<file path="src/rtl/match_ctrl_if.sv">
// Player-facing bus of the match controller: key/hit inputs plus score and state outputs.
// The controller attaches through the slave modport; the stimulus side uses master.
interface match_ctrl_if #(
   parameter int unsigned NUM_PLAYERS = 2,
   parameter int unsigned SCORE_BITS  = 6,
   parameter int unsigned MENU_ITEMS  = 2
);
   localparam int unsigned WIN_W = (NUM_PLAYERS > 2) ? $clog2(NUM_PLAYERS) : 1;
   localparam int unsigned SEL_W = (MENU_ITEMS  > 2) ? $clog2(MENU_ITEMS)  : 1;

   logic                              start_i;
   logic                              sel_up_i;
   logic                              sel_down_i;
   logic [NUM_PLAYERS-1:0]            hit_i;
   logic [NUM_PLAYERS*SCORE_BITS-1:0] score_o;
   logic [NUM_PLAYERS-1:0]            alive_o;
   logic [WIN_W-1:0]                  winner_o;
   logic [SEL_W-1:0]                  menu_sel_o;
   logic                              is_menu_o;
   logic                              is_playing_o;
   logic                              is_continue_o;
   logic                              is_final_o;
   logic                              round_reset_o;

   modport slave (
      input  start_i, sel_up_i, sel_down_i, hit_i,
      output score_o, alive_o, winner_o, menu_sel_o,
             is_menu_o, is_playing_o, is_continue_o, is_final_o, round_reset_o
   );

   modport master (
      output start_i, sel_up_i, sel_down_i, hit_i,
      input  score_o, alive_o, winner_o, menu_sel_o,
             is_menu_o, is_playing_o, is_continue_o, is_final_o, round_reset_o
   );
endinterface

</file>
<file path="src/rtl/match_ctrl.sv">
// Tank-game match controller: menu target selection, round scoring by last survivor,
// timed continue pause and final-winner screen. All outputs come straight from flops.
module match_ctrl #(
   parameter int unsigned NUM_PLAYERS  = 2,
   parameter int unsigned SCORE_BITS   = 6,
   parameter int unsigned WIN_SCORE    = 5,
   parameter int unsigned MENU_ITEMS   = 2,
   parameter int unsigned PAUSE_CYCLES = 64
) (
   input  logic         clk_i,
   input  logic         reset_i,
   match_ctrl_if.slave  bus
);
   localparam int unsigned WIN_W = (NUM_PLAYERS  > 2) ? $clog2(NUM_PLAYERS)  : 1;
   localparam int unsigned SEL_W = (MENU_ITEMS   > 2) ? $clog2(MENU_ITEMS)   : 1;
   localparam int unsigned CNT_W = (PAUSE_CYCLES > 2) ? $clog2(PAUSE_CYCLES) : 1;

   localparam logic [SEL_W-1:0]      SEL_LAST   = SEL_W'(MENU_ITEMS - 1);
   localparam logic [CNT_W-1:0]      PAUSE_LAST = CNT_W'(PAUSE_CYCLES - 1);
   localparam logic [SCORE_BITS-1:0] SCORE_MAX  = '1;

   // One-hot encoding so each state bit is directly a registered status flag.
   typedef enum logic [3:0] {
      ST_MENU     = 4'b0001,
      ST_PLAYING  = 4'b0010,
      ST_CONTINUE = 4'b0100,
      ST_FINAL    = 4'b1000
   } state_e;

   state_e                                 state_q, state_d;
   logic [NUM_PLAYERS-1:0][SCORE_BITS-1:0] score_q, score_d;
   logic [NUM_PLAYERS-1:0]                 alive_q, alive_d;
   logic [WIN_W-1:0]                       winner_q, winner_d;
   logic [SEL_W-1:0]                       menu_sel_q, menu_sel_d;
   logic [SCORE_BITS-1:0]                  target_q, target_d;
   logic [CNT_W-1:0]                       pause_q, pause_d;
   logic                                   round_reset_q, round_reset_d;
   logic                                   start_prev_q, start_prev_d;
   logic                                   up_prev_q, up_prev_d;
   logic                                   down_prev_q, down_prev_d;
   logic [NUM_PLAYERS-1:0]                 hit_prev_q, hit_prev_d;

   logic                   start_e, up_e, down_e;
   logic [NUM_PLAYERS-1:0] hit_e, alive_nxt;
   logic                   any_alive, multi_alive;
   logic [WIN_W-1:0]       surv_idx;
   logic [SCORE_BITS-1:0]  score_new;

   // Next-state and datapath update.
   always_comb begin
      state_d       = state_q;
      score_d       = score_q;
      alive_d       = alive_q;
      winner_d      = winner_q;
      menu_sel_d    = menu_sel_q;
      target_d      = target_q;
      pause_d       = pause_q;
      round_reset_d = 1'b0;
      start_prev_d  = bus.start_i;
      up_prev_d     = bus.sel_up_i;
      down_prev_d   = bus.sel_down_i;
      hit_prev_d    = bus.hit_i;

      start_e   = bus.start_i    & ~start_prev_q;
      up_e      = bus.sel_up_i   & ~up_prev_q;
      down_e    = bus.sel_down_i & ~down_prev_q;
      hit_e     = bus.hit_i      & ~hit_prev_q;
      alive_nxt = alive_q & ~hit_e;

      // Locate the survivor and detect whether more than one remains.
      any_alive   = 1'b0;
      multi_alive = 1'b0;
      surv_idx    = '0;
      for (int unsigned k = 0; k < NUM_PLAYERS; k++) begin
         if (alive_nxt[k]) begin
            if (any_alive) multi_alive = 1'b1;
            any_alive = 1'b1;
            surv_idx  = WIN_W'(k);
         end
      end
      score_new = (score_q[surv_idx] == SCORE_MAX) ? SCORE_MAX
                                                   : score_q[surv_idx] + SCORE_BITS'(1);

      case (state_q)
         ST_MENU: begin
            if (down_e && !up_e) begin
               menu_sel_d = (menu_sel_q == SEL_LAST) ? '0 : menu_sel_q + SEL_W'(1);
            end else if (up_e && !down_e) begin
               menu_sel_d = (menu_sel_q == '0) ? SEL_LAST : menu_sel_q - SEL_W'(1);
            end
            if (start_e) begin
               target_d      = SCORE_BITS'(WIN_SCORE) *
                               (SCORE_BITS'(menu_sel_q) + SCORE_BITS'(1));
               score_d       = '0;
               alive_d       = '1;
               round_reset_d = 1'b1;
               state_d       = ST_PLAYING;
            end
         end
         ST_PLAYING: begin
            alive_d = alive_nxt;
            if (!multi_alive) begin
               if (any_alive) score_d[surv_idx] = score_new;
               if (any_alive && (score_new >= target_q)) begin
                  winner_d = surv_idx;
                  state_d  = ST_FINAL;
               end else begin
                  pause_d = '0;
                  state_d = ST_CONTINUE;
               end
            end
         end
         ST_CONTINUE: begin
            if (start_e || (pause_q == PAUSE_LAST)) begin
               alive_d       = '1;
               round_reset_d = 1'b1;
               state_d       = ST_PLAYING;
            end else begin
               pause_d = pause_q + CNT_W'(1);
            end
         end
         ST_FINAL: begin
            if (start_e) state_d = ST_MENU;
         end
         default: state_d = ST_MENU;
      endcase
   end

   always_ff @(posedge clk_i or negedge reset_i) begin
      if (!reset_i) begin
         state_q       <= ST_MENU;
         score_q       <= '0;
         alive_q       <= '1;
         winner_q      <= '0;
         menu_sel_q    <= '0;
         target_q      <= SCORE_BITS'(WIN_SCORE);
         pause_q       <= '0;
         round_reset_q <= 1'b0;
         start_prev_q  <= 1'b0;
         up_prev_q     <= 1'b0;
         down_prev_q   <= 1'b0;
         hit_prev_q    <= '0;
      end else begin
         state_q       <= state_d;
         score_q       <= score_d;
         alive_q       <= alive_d;
         winner_q      <= winner_d;
         menu_sel_q    <= menu_sel_d;
         target_q      <= target_d;
         pause_q       <= pause_d;
         round_reset_q <= round_reset_d;
         start_prev_q  <= start_prev_d;
         up_prev_q     <= up_prev_d;
         down_prev_q   <= down_prev_d;
         hit_prev_q    <= hit_prev_d;
      end
   end

   assign bus.score_o       = score_q;
   assign bus.alive_o       = alive_q;
   assign bus.winner_o      = winner_q;
   assign bus.menu_sel_o    = menu_sel_q;
   assign bus.is_menu_o     = state_q[0];
   assign bus.is_playing_o  = state_q[1];
   assign bus.is_continue_o = state_q[2];
   assign bus.is_final_o    = state_q[3];
   assign bus.round_reset_o = round_reset_q;

endmodule

</file>
<file path="src/flat_wrapper.sv">
// flat-port wrapper written by rule: the top's interface ports become plain ports
module match_ctrl_flat 
#(
   parameter int unsigned NUM_PLAYERS  = 2,
   parameter int unsigned SCORE_BITS   = 6,
   parameter int unsigned WIN_SCORE    = 5,
   parameter int unsigned MENU_ITEMS   = 2,
   parameter int unsigned PAUSE_CYCLES = 64
)
  (clk_i, reset_i, bus_start_i, bus_sel_up_i, bus_sel_down_i, bus_hit_i, bus_score_o, bus_alive_o, bus_winner_o, bus_menu_sel_o, bus_is_menu_o, bus_is_playing_o, bus_is_continue_o, bus_is_final_o, bus_round_reset_o);
  match_ctrl_if #(.NUM_PLAYERS(NUM_PLAYERS), .SCORE_BITS(SCORE_BITS), .MENU_ITEMS(MENU_ITEMS)) bus_i ();
  input  logic clk_i;
  input  logic reset_i;
  input wire logic [$bits(bus_i.start_i)-1:0] bus_start_i;
  input wire logic [$bits(bus_i.sel_up_i)-1:0] bus_sel_up_i;
  input wire logic [$bits(bus_i.sel_down_i)-1:0] bus_sel_down_i;
  input wire logic [$bits(bus_i.hit_i)-1:0] bus_hit_i;
  output wire logic [$bits(bus_i.score_o)-1:0] bus_score_o;
  output wire logic [$bits(bus_i.alive_o)-1:0] bus_alive_o;
  output wire logic [$bits(bus_i.winner_o)-1:0] bus_winner_o;
  output wire logic [$bits(bus_i.menu_sel_o)-1:0] bus_menu_sel_o;
  output wire logic [$bits(bus_i.is_menu_o)-1:0] bus_is_menu_o;
  output wire logic [$bits(bus_i.is_playing_o)-1:0] bus_is_playing_o;
  output wire logic [$bits(bus_i.is_continue_o)-1:0] bus_is_continue_o;
  output wire logic [$bits(bus_i.is_final_o)-1:0] bus_is_final_o;
  output wire logic [$bits(bus_i.round_reset_o)-1:0] bus_round_reset_o;
  assign bus_i.start_i = bus_start_i;
  assign bus_i.sel_up_i = bus_sel_up_i;
  assign bus_i.sel_down_i = bus_sel_down_i;
  assign bus_i.hit_i = bus_hit_i;
  assign bus_score_o = bus_i.score_o;
  assign bus_alive_o = bus_i.alive_o;
  assign bus_winner_o = bus_i.winner_o;
  assign bus_menu_sel_o = bus_i.menu_sel_o;
  assign bus_is_menu_o = bus_i.is_menu_o;
  assign bus_is_playing_o = bus_i.is_playing_o;
  assign bus_is_continue_o = bus_i.is_continue_o;
  assign bus_is_final_o = bus_i.is_final_o;
  assign bus_round_reset_o = bus_i.round_reset_o;
  match_ctrl #(.NUM_PLAYERS(NUM_PLAYERS), .SCORE_BITS(SCORE_BITS), .WIN_SCORE(WIN_SCORE), .MENU_ITEMS(MENU_ITEMS), .PAUSE_CYCLES(PAUSE_CYCLES)) u_core (.clk_i(clk_i), .reset_i(reset_i), .bus(bus_i));
endmodule
</file>
<file path="config.mk">
export PLATFORM = sky130hd
export DESIGN_NAME = match_ctrl_flat
export DESIGN_NICKNAME = d
export VERILOG_FILES = /design/src/rtl/match_ctrl_if.sv /design/src/rtl/match_ctrl.sv /design/src/flat_wrapper.sv
export SDC_FILE = /design/constraint.sdc
export NUM_CORES = 1
export LEC_CHECK = 0
export CAP_MARGIN = 20
export CORE_MARGIN = 5
export CORE_UTILIZATION = 58
export DETAILED_ROUTE_END_ITERATION = 10
export GPL_TIMING_DRIVEN = 0
export MAX_ROUTING_LAYER = met4
export PLACE_DENSITY = 0.85
export SYNTH_ARGS = -nofsm -noshare
export SYNTH_HDL_FRONTEND = slang
export SYNTH_SLANG_ARGS = --single-unit
</file>
<file path="constraint.sdc">
create_clock -name clk_i -period 6.5 [get_ports clk_i]
set_input_delay 1.95 -clock clk_i [delete_from_list [all_inputs] [get_ports clk_i]]
set_output_delay 1.95 -clock clk_i [all_outputs]
set_load 0.005 [all_outputs]
</file>
==> out/metrics.csv <==
stage,metric,value,unit
status,status,completed,
place,dpl hpwl,3.27,mm
worst_setup_path,R2R Setup Slk,1780,ps
logic_synthesis,YS warnings,0,
power_and_ir_drop,Psw,200,uW
grt,first-pass GRT wire length,7.51,mm
logic_synthesis,post-synth top area share,0.382,
detailed_routing,Post-DRT Antenna Nets,0,
timing,Peak Freq,163,MHz
worst_hold_path,"Endpoint, Worst Hold",u_core.target_q[2],
logic_synthesis,Seq cells post-synth,34,
power_and_ir_drop,Power Dens Cells,253,mW/mm^2
detailed_routing,Initial DRC Count,195,
die,die width,68.2,microns
timing,RSZ-0062 raised after global routing,false,
worst_setup_path,worst setup path startpoint,bus_hit_i[1],
cts,worst-skew pair later-pin latency,350,ps
job,max cap viols,0,
detailed_routing,routed via count,1719,
die,Die Span Y,68.2,microns
cts,clk buf depth,2,
detailed_routing,first-pass detailed-route iteration total,5,
cts,CTS H-tree depth,2,
timing,Hold Slack,511,ps
logic_synthesis,Netlist Area Pre-Place,0.00196,sq mm
power_and_ir_drop,Pint,398,uW
cts,post-cts resize count,0,
die,io pins,28,
logic_synthesis,Synth area leaders,"dfrtp_1 (38%), dfstp_2 (5.4%), a21oi_1 (4.8%), nand2_1 (4.8%), ha_1 (4.5%)",
layout,diode count,0,
die,row count,21,
power_and_ir_drop,Flop pwr share,0.455,
worst_hold_path,Hold Path Stages,2,
detailed_routing,drc violations,0,
worst_setup_path,WS Path Type,primary input to flop,
cts,"Setup Fix Bufs, Post-CTS",0,
worst_hold_path,hold path startpoint,u_core.target_q[2],
cts,# clock sinks,34,
layout,share of cells above drive strength 1,0.0920,
die,Initial Util,0.593,
detailed_routing,DR WL/cell,14.9,microns
cts,CTS tree,yes,
worst_setup_path,startpoint types,primary input,
worst_setup_path,crit path max fanout,10,
worst_setup_path,CP endpoint kind,flop,
logic_synthesis,"Net Count, Synth",229,
power_and_ir_drop,Leak,0.00101,uW
timing,Rel. slew slack,0.502,
detailed_routing,drt via density,5.81,
layout,fill count,263,
place,gpl congestion,0.934,
logic_synthesis,sequential share of the synthesized area,0.436,
layout,final core occ,0.715,
layout,fin nets,263,
grt,initial antenna violation count,0,
grt,largest net degree at the start of global routing,35,
timing,final clock skew,12.4,ps
logic_synthesis,cell taking the most area after synthesis,dfrtp_1,
grt,Congestion Overflow GR,0,
worst_setup_path,arrival time worst endpoint,6360,ps
cts,root buf cell,clkbuf_4,
layout,Area Growth Syn to Fin,20.4,%
timing,Pins Over Slew Limit,0,
cts,clock slew at reported path FFs,110,ps
logic_synthesis,Yosys cell types,47,
grt,GRT Total Usage,0.225,
logic_synthesis,most frequent cells after synthesis,"dfrtp_1 (30), nand2_1 (25), nor2_1 (22)",
power_and_ir_drop,Clk pwr share,0.245,
timing,setup_tns,0,ps
worst_setup_path,Crit path required time,6710,ps
logic_synthesis,"Async S/R FF share, synth",1.00,
power_and_ir_drop,Gate power share,0.300,
power_and_ir_drop,worst vdd ir,184,uV
cts,"Hold-fix buffers, CTS",0,
worst_setup_path,R2R cell count,17,
timing,count of final setup violators,0,
logic_synthesis,number of flops mapped to enable cells by yosys,0,
logic_synthesis,top_reg_cell synth,dfrtp_1,
die,die area,0.00465,sq mm
worst_hold_path,Hold Crit Class,flop to flop,
timing,Tcrit/Tclk final,0.947,
logic_synthesis,synthesized area per cell,9.14,sq um
worst_setup_path,R2R Path End,u_core.pause_q[1],
cts,Num CTS Buffers,5,
worst_setup_path,Worst R2R Start,u_core.bus.alive_o[1],
timing,final hold vios,0,
die,core footprint,0.00331,sq mm
timing,Period minus WS final,6150,ps
grt,vias in the first global route,1642,
detailed_routing,Total Routed Length,4.42,mm
logic_synthesis,Cells after Synth,215,
power_and_ir_drop,Net Sw Frac,0.335,
logic_synthesis,cell with the most instances after synthesis,dfrtp_1,
place,IO Port Bufs,27,
timing,worst-margin pin slew,747,ps
## critical path, cell delays in order
cell,delay [ps]
clkdlybuf4s50_1,420
nand2b_1,220
and2_1,200
clkbuf_1,360
nand2_1,160
nand2_1,100
ha_1,250
inv_1,80
nor3_1,570
nor2_1,210
inv_1,100
ha_1,220
o21ai_0,180
a21oi_1,60
or4_1,510
clkbuf_1,180
o21ai_0,460
o21ai_0,130
## worst max path at each step
stage,slack (ps),end,cells after the start
final,350,u_core.pause_q[1],18
after global routing,110,u_core.pause_q[1],18
after CTS,480,u_core.pause_q[1],18
after detailed placement,170,u_core.pause_q[1],18
after global placement,250,u_core.state_q[3],18
after floorplan,1450,u_core.bus.winner_o,17
## sequential cells by signal, summed over array words and instances, names as in the netlist
signal / count
u_core.bus.score_o: 12
u_core.bus.alive_o: 2
u_core.target_q: 2
u_core.bus.winner_o: 1
u_core.hit_prev_q: 2
u_core.bus.menu_sel_o: 1
u_core.state_q: 4
u_core.up_prev_q: 1
u_core.down_prev_q: 1
u_core.start_prev_q: 1
u_core.pause_q: 6
u_core.bus.round_reset_o: 1
## cell families after synthesis
logic type,synth area share
AND/OR/NAND/NOR,0.241
adder cells (fa/ha/maj),0.0446
flip-flops,0.436
buffers and inverters,0.0344
multiplexers,0.0210
AO/OA/AOI/OAI,0.206
XOR/XNOR,0.0178
## per-layer routing
layer	routed length (microns)	part of all wire	track usage
met5	0	0	-
met4	74	0.017	0.0744
met3	236	0.053	0.0640
met2	2210	0.50	0.361
met1	1900	0.43	0.273
## per-stage QoR
stage          power [uW]  instances  instance area (sq um)  setup WS, ps
2_1_floorplan         381        215                   1960          1450
3_3_place_gp          447        288                   2290           246
3_5_place_dp          454        288                   2290           170
4_1_cts               602        296                   2370           476
5_1_grt               648        296                   2370           111
6_report              597        296                   2370           347
## layout by cell type, fill, tap and decap left out, types with 4 or more instances in the layout
cell type	netlist	layout
nand2_1	25	25
nor3_1	5	5
o21ai_0	8	8
dfrtp_1	30	30
clkdlybuf4s50_1	0	26
inv_1	11	11
or4_1	4	4
o2bb2ai_1	8	8
nand3_1	8	8
o21ai_1	4	4
clkbuf_1	4	4
nand2b_1	7	7
and3_1	4	4
dfstp_2	4	4
ha_1	7	7
nor2_1	22	22
clkbuf_4	0	5
a21oi_1	19	19
## power groups by stage
stage / logic, uW / registers, uW / clock network [uW]
finish: 179 / 272 / 147
global route: 209 / 278 / 161
CTS: 179 / 272 / 151
detailed placement: 178 / 276 / 0
global placement: 173 / 275 / 0
floorplan: 110 / 271 / 0
## final cells by class
cell class | count | area, sq um | share of cell area
multi-input cells | 165 | 1040 | 0.440
flip-flops and latches | 34 | 856 | 0.362
repair buffers | 27 | 265 | 0.112
clock buffers | 8 | 78.8 | 0.0333
well taps | 46 | 57.6 | 0.0243
inverters | 11 | 41.3 | 0.0175
plain buffers | 5 | 26.3 | 0.0111
Note: power is estimated with default switching activity, not from simulation.
